===== src/rtl/fetch_stage_if.sv =====
// Instruction-memory request/response bus between the fetch stage (master) and imem (slave).
interface fetch_stage_if;
    logic        imem_req_valid;
    logic        imem_req_ready;
    logic [31:0] imem_addr;
    logic        imem_rsp_valid;
    logic [31:0] imem_rsp_data;

    modport master (
        output imem_req_valid, imem_addr,
        input  imem_req_ready, imem_rsp_valid, imem_rsp_data
    );

    modport slave (
        input  imem_req_valid, imem_addr,
        output imem_req_ready, imem_rsp_valid, imem_rsp_data
    );
endinterface


===== src/rtl/fetch_stage.sv =====
// RV32I fetch stage: PC owner, single-outstanding imem requester, 1-entry skid, IF/ID register.
// Optional FETCH_MISALIGN_TRAP_EN: misaligned redirect raises if_misaligned and parks fetch.
module fetch_stage #(
    parameter logic [31:0] RESET_PC  = 32'h0000_0000,
    parameter logic [31:0] NOP_INSTR = 32'h0000_0013
) (
    input  logic              clk,
    input  logic              rst,
    fetch_stage_if.master     imem,
    input  logic              stall,
    input  logic              redirect_valid,
    input  logic [31:0]       redirect_pc,
    output logic              if_id_valid,
    output logic [31:0]       if_id_instr,
    output logic [31:0]       if_id_pc,
    output logic [31:0]       if_id_pc4
`ifdef FETCH_MISALIGN_TRAP_EN
    ,
    output logic              if_misaligned
`endif
);

    typedef enum logic [1:0] {S_IDLE, S_REQ, S_WAIT, S_DROP} state_t;

    state_t      state, state_d;
    logic [31:0] pc, inflight_pc;
    logic        skid_valid;
    logic [31:0] skid_instr, skid_pc;
    logic [31:0] redirect_tgt;
    logic        bad_tgt, misaligned;
    logic        accept, rsp_take, consume;

`ifdef FETCH_MISALIGN_TRAP_EN
    assign redirect_tgt = redirect_pc;
    assign bad_tgt      = |redirect_pc[1:0];

    always_ff @(posedge clk or posedge rst) begin
        if (rst)
            misaligned <= 1'b0;
        else if (redirect_valid)
            misaligned <= bad_tgt;
    end

    assign if_misaligned = misaligned;
`else
    assign redirect_tgt = redirect_pc & ~32'h3;
    assign bad_tgt      = 1'b0;
    assign misaligned   = 1'b0;
`endif

    // No new request while the skid is occupied, so a response always has somewhere to land.
    assign imem.imem_req_valid = (state == S_REQ) && !skid_valid && !misaligned;
    assign imem.imem_addr      = pc;

    assign accept   = imem.imem_req_valid && imem.imem_req_ready;
    assign rsp_take = (state == S_WAIT) && imem.imem_rsp_valid;
    assign consume  = if_id_valid && !stall;

    always_ff @(posedge clk or posedge rst) begin
        if (rst)
            state <= S_IDLE;
        else
            state <= state_d;
    end

    always_comb begin
        state_d = state;
        case (state)
            S_IDLE: state_d = S_REQ;
            S_REQ:  if (accept) state_d = redirect_valid ? S_DROP : S_WAIT;
            S_WAIT: begin
                if (imem.imem_rsp_valid)
                    state_d = S_REQ;
                else if (redirect_valid)
                    state_d = S_DROP;
            end
            S_DROP: if (imem.imem_rsp_valid) state_d = S_REQ;
            default: state_d = S_IDLE;
        endcase
    end

    always_ff @(posedge clk or posedge rst) begin
        if (rst) begin
            pc          <= RESET_PC;
            inflight_pc <= 32'h0;
            skid_valid  <= 1'b0;
            skid_instr  <= NOP_INSTR;
            skid_pc     <= 32'h0;
            if_id_valid <= 1'b0;
            if_id_instr <= NOP_INSTR;
            if_id_pc    <= 32'h0;
            if_id_pc4   <= 32'h0;
        end else if (redirect_valid) begin
            // Redirect beats stall and any response; a response racing it is dropped by the FSM.
            pc          <= redirect_tgt;
            if_id_valid <= 1'b0;
            if_id_instr <= NOP_INSTR;
            skid_valid  <= 1'b0;
            if (bad_tgt)
                if_id_pc <= redirect_pc;
        end else begin
            if (accept) begin
                inflight_pc <= pc;
                pc          <= pc + 32'd4;
            end
            if (consume && skid_valid) begin
                if_id_valid <= 1'b1;
                if_id_instr <= skid_instr;
                if_id_pc    <= skid_pc;
                if_id_pc4   <= skid_pc + 32'd4;
                skid_valid  <= 1'b0;
            end else if (rsp_take && (!if_id_valid || consume)) begin
                if_id_valid <= 1'b1;
                if_id_instr <= imem.imem_rsp_data;
                if_id_pc    <= inflight_pc;
                if_id_pc4   <= inflight_pc + 32'd4;
            end else if (rsp_take) begin
                skid_valid <= 1'b1;
                skid_instr <= imem.imem_rsp_data;
                skid_pc    <= inflight_pc;
            end else if (consume) begin
                if_id_valid <= 1'b0;
            end
        end
    end

endmodule

===== src/flat_wrapper.sv =====
// flat-port wrapper written by rule: the top's interface ports become plain ports
module fetch_stage_flat 
#(
    parameter logic [31:0] RESET_PC  = 32'h0000_0000,
    parameter logic [31:0] NOP_INSTR = 32'h0000_0013
)
  (clk, rst, stall, redirect_valid, redirect_pc, if_id_valid, if_id_instr, if_id_pc, if_id_pc4, imem_imem_req_valid, imem_imem_addr, imem_imem_req_ready, imem_imem_rsp_valid, imem_imem_rsp_data);
  fetch_stage_if imem_i ();
  input  logic clk;
  input  logic rst;
  input  logic stall;
  input  logic redirect_valid;
  input  logic [31:0] redirect_pc;
  output logic if_id_valid;
  output logic [31:0] if_id_instr;
  output logic [31:0] if_id_pc;
  output logic [31:0] if_id_pc4;
  output wire logic [$bits(imem_i.imem_req_valid)-1:0] imem_imem_req_valid;
  output wire logic [$bits(imem_i.imem_addr)-1:0] imem_imem_addr;
  input wire logic [$bits(imem_i.imem_req_ready)-1:0] imem_imem_req_ready;
  input wire logic [$bits(imem_i.imem_rsp_valid)-1:0] imem_imem_rsp_valid;
  input wire logic [$bits(imem_i.imem_rsp_data)-1:0] imem_imem_rsp_data;
  assign imem_imem_req_valid = imem_i.imem_req_valid;
  assign imem_imem_addr = imem_i.imem_addr;
  assign imem_i.imem_req_ready = imem_imem_req_ready;
  assign imem_i.imem_rsp_valid = imem_imem_rsp_valid;
  assign imem_i.imem_rsp_data = imem_imem_rsp_data;
  fetch_stage #(.RESET_PC(RESET_PC), .NOP_INSTR(NOP_INSTR)) u_core (.clk(clk), .rst(rst), .imem(imem_i), .stall(stall), .redirect_valid(redirect_valid), .redirect_pc(redirect_pc), .if_id_valid(if_id_valid), .if_id_instr(if_id_instr), .if_id_pc(if_id_pc), .if_id_pc4(if_id_pc4));
endmodule

===== config.mk =====
export PLATFORM = sky130hd
export DESIGN_NAME = fetch_stage_flat
export DESIGN_NICKNAME = d
export VERILOG_FILES = /design/src/rtl/fetch_stage_if.sv /design/src/rtl/fetch_stage.sv /design/src/flat_wrapper.sv
export SDC_FILE = /design/constraint.sdc
export NUM_CORES = 1
export LEC_CHECK = 0
export CORE_MARGIN = 5
export CORE_UTILIZATION = 45
export DETAILED_ROUTE_END_ITERATION = 6
export DONT_BUFFER_PORTS = 1
export PLACE_DENSITY_LB_ADDON = 0.25
export SYNTH_ARGS = -nofsm -noshare
export SYNTH_HDL_FRONTEND = slang
export SYNTH_SLANG_ARGS = --single-unit
export TNS_END_PERCENT = 20

===== constraint.sdc =====
create_clock -name clk -period 9.4 [get_ports clk]
set_input_delay 2.35 -clock clk [delete_from_list [all_inputs] [get_ports clk]]
set_output_delay 2.35 -clock clk [all_outputs]
set_load 0.02 [all_outputs]

==> impl_metrics.ini <==
[route]
num_vias = 7348
avgRoutedWirePerCell_microns = 20.4
totalWireLength_mm = 26.2
detail-route-antenna-nets = 0
first_iter_violations = 676
drc = 0
routed_via_density = 5.72
drtPass1Iterations = 7

[synth]
yosysWarnings = 0
syn_avg_cell_area_sq_um = 10.7
synth_cells = 976
syn_area_sq_um = 10500
yosys.area.top_type_share = 0.506
synth_area_leaders = dfrtp_1 (51%), mux2_2 (10%), mux2i_1 (5.5%)
ys.flop_type = dfrtp_1
synth-async-reset-ratio = 1.00
synth_edf_count = 0
ys_seq_area_frac = 0.521
synthTopCellsByCount = dfrtp_1 (212), nand2_1 (124), mux2_2 (96)
yosys.area.top_type = dfrtp_1
synth-seq-cells = 218
yosysMostFrequentCell = dfrtp_1
synthDistinctLibCells = 61

[place]
port_buffers = 0
hpwlAfterDp_mm = 18.1
numPlacedInstances = 1240
postPlaceCellArea_sq_um = 10700
place.gp.congestion = 0.833

[global_routing]
grt_antenna_before_repair = 0
grt_start_max_net_pins = 140
overflow = 0
grt.total_usage = 0.195
grt_pass1_wl_mm = 41.8
grt_pass1_vias = 7161

[finish]
utilization = 0.505
multi_input_area_sq_um = 4700
final_cells = 1285
fillers = 2037
final_cell_area_sq_um = 11500
antenna_cells = 0
fin_nets = 1029
seqCellArea_sq_um = 5460
drive_above_1_share = 0.165
area_delta_synth_final_pct = 9.71

[clocking]
cts_resized = 0
cts_tree = built
cts_buffer_depth = 3
clk_pin_slew_ns = 0.06
cts_setup_buffers = 0
cts.sinks = 218
cts.htree.levels = 1
cts_inserted_buffers = 25
clk_latency_ns = 0.52
postCtsHoldBufs = 0
cts-root-buf = clkbuf_16

[floorplan]
placeableCoreArea_sq_um = 22800
die_x_microns = 163
io_pins = 200
start_util = 0.460
rows = 55
dieArea_sq_um = 26400
die_h_microns = 163

[setup_path]
cp.buffers_inverters = 1
path_cells = nand3b_4 -> mux2i_1 -> inv_1 -> ha_1 -> and3_1 -> mux2i_1 -> or3_1 -> o31a_1 -> o31ai_1
required_ns = 9.76
critPathKind = in2reg
r2r_slack_ns = 5.88
arrival_ns = 4.97
crit_fanout = 24
start_kind = input port
cp_top_family = simple AND/OR/NAND/NOR gates
cpMaxStageDelayCell = or3_1
crit_top_cell = mux2i_1
endpoint_kind = flip-flop
slowest_delay_ns = 0.49

[pwr]
cellLeakagePower_nw = 5.45
power_density_nw_per_um2 = 264
ir_drop_mv = 0.152

[timing]
slew_violations = 0
final.setup.tns_ns = 0
timing.final.crit_share = 0.491
setup_viol = 0
rsz0062_at_grt = no
worst_pin_slew_ns = 1.10
fmax_mhz = 217
hold_viol_final = 0
relSlewSlack = 0.263
clock-skew-final_ns = 0.0185
period_minus_slack_ns = 4.61

[min_path]
hold_class = reg2reg

[run_status]
status = finished clean

[job]
maxCapViolations = 0
## power by group
part / internal [W] / switching [W]
Combinational: 0.000228 / 0.000272
Sequential: 0.00115 / 0.000421
Clock: 0.000584 / 0.000381
Total: 0.00197 / 0.00107
## layer usage
layer  track usage  vias to the layer above  wire, microns
met3        0.0509                       38           2180
met2         0.279                      221          11000
li1              -                     3464              -
met4        0.0450                        0            494
met1         0.298                     3625          12500
met5             0                        -              0
## path summary, 6_finish.rpt
kind                            depth (start not counted)                        to                  start
min in group asynchronous                               1  u_core.imem.imem_addr[9]                    rst
worst max-delay path                                    9      u_core.if_id_pc4[28]                  stall
worst min register to register                          1     u_core.skid_instr[20]  u_core.skid_instr[20]
worst min-delay path                                    1     u_core.skid_instr[20]  u_core.skid_instr[20]
max in group asynchronous                               2        u_core.skid_pc[29]                    rst
worst max register to register                          9      u_core.if_id_pc4[28]     u_core.if_id_valid
## through the flow
stage	setup WS, ns	hold WS, ns	power [W]
5_1_grt	4.63	0.514	0.00321
3_5_place_dp	4.32	0.495	0.00210
4_1_cts	4.84	0.509	0.00307
6_report	4.79	0.505	0.00304
2_1_floorplan	1.10	0.477	0.00190
3_3_place_gp	4.35	0.486	0.00207
## state kept, by name, summed over array words and instances, names as in the netlist, 2 cells and up
signal	flops
u_core.if_id_instr	32
u_core.if_id_pc	30
u_core.if_id_pc4	30
u_core.imem.imem_addr	30
u_core.inflight_pc	30
u_core.skid_instr	32
u_core.skid_pc	30
u_core.state	2
## kinds of logic (layout without fill, tap and decap cells)
kind of cell | count (synthesis) | count (layout) | synth area share
and+or+nand+nor | 320 | 320 | 0.149
AOI/OAI and AO/OA | 161 | 161 | 0.0973
muxes | 154 | 154 | 0.159
adders and majority gates | 5 | 5 | 0.00597
xor gates and xnor gates | 41 | 41 | 0.0343
buffers and inverters | 76 | 67 | 0.0328
other | 1 | 6 | 0.000358
DFF | 218 | 218 | 0.521
## cell type report
| class | count | share of cell area |
|---|---|---|
| Clock buffer | 37 | 0.0627 |
| Clock inverter | 8 | 0.00838 |
| Multi-Input combinational cell | 687 | 0.409 |
| Sequential cell | 218 | 0.475 |
| Tap cell | 313 | 0.0341 |
| Timing Repair Buffer | 9 | 0.00588 |
| Inverter | 13 | 0.00490 |
## layout by cell type (no fill, tap or decap), types with 15 or more instances in the layout
cell / instances
xnor2_1: 26
nor2_1: 56
and3_1: 15
nand2_1: 123
nor3_1: 19
o21ai_0: 72
nand3_1: 31
mux2_2: 96
clkbuf_16: 25
a211oi_1: 29
dfrtp_1: 212
nand4_1: 26
xor2_1: 15
mux2i_1: 58
Note: power is estimated with default switching activity, not from simulation.
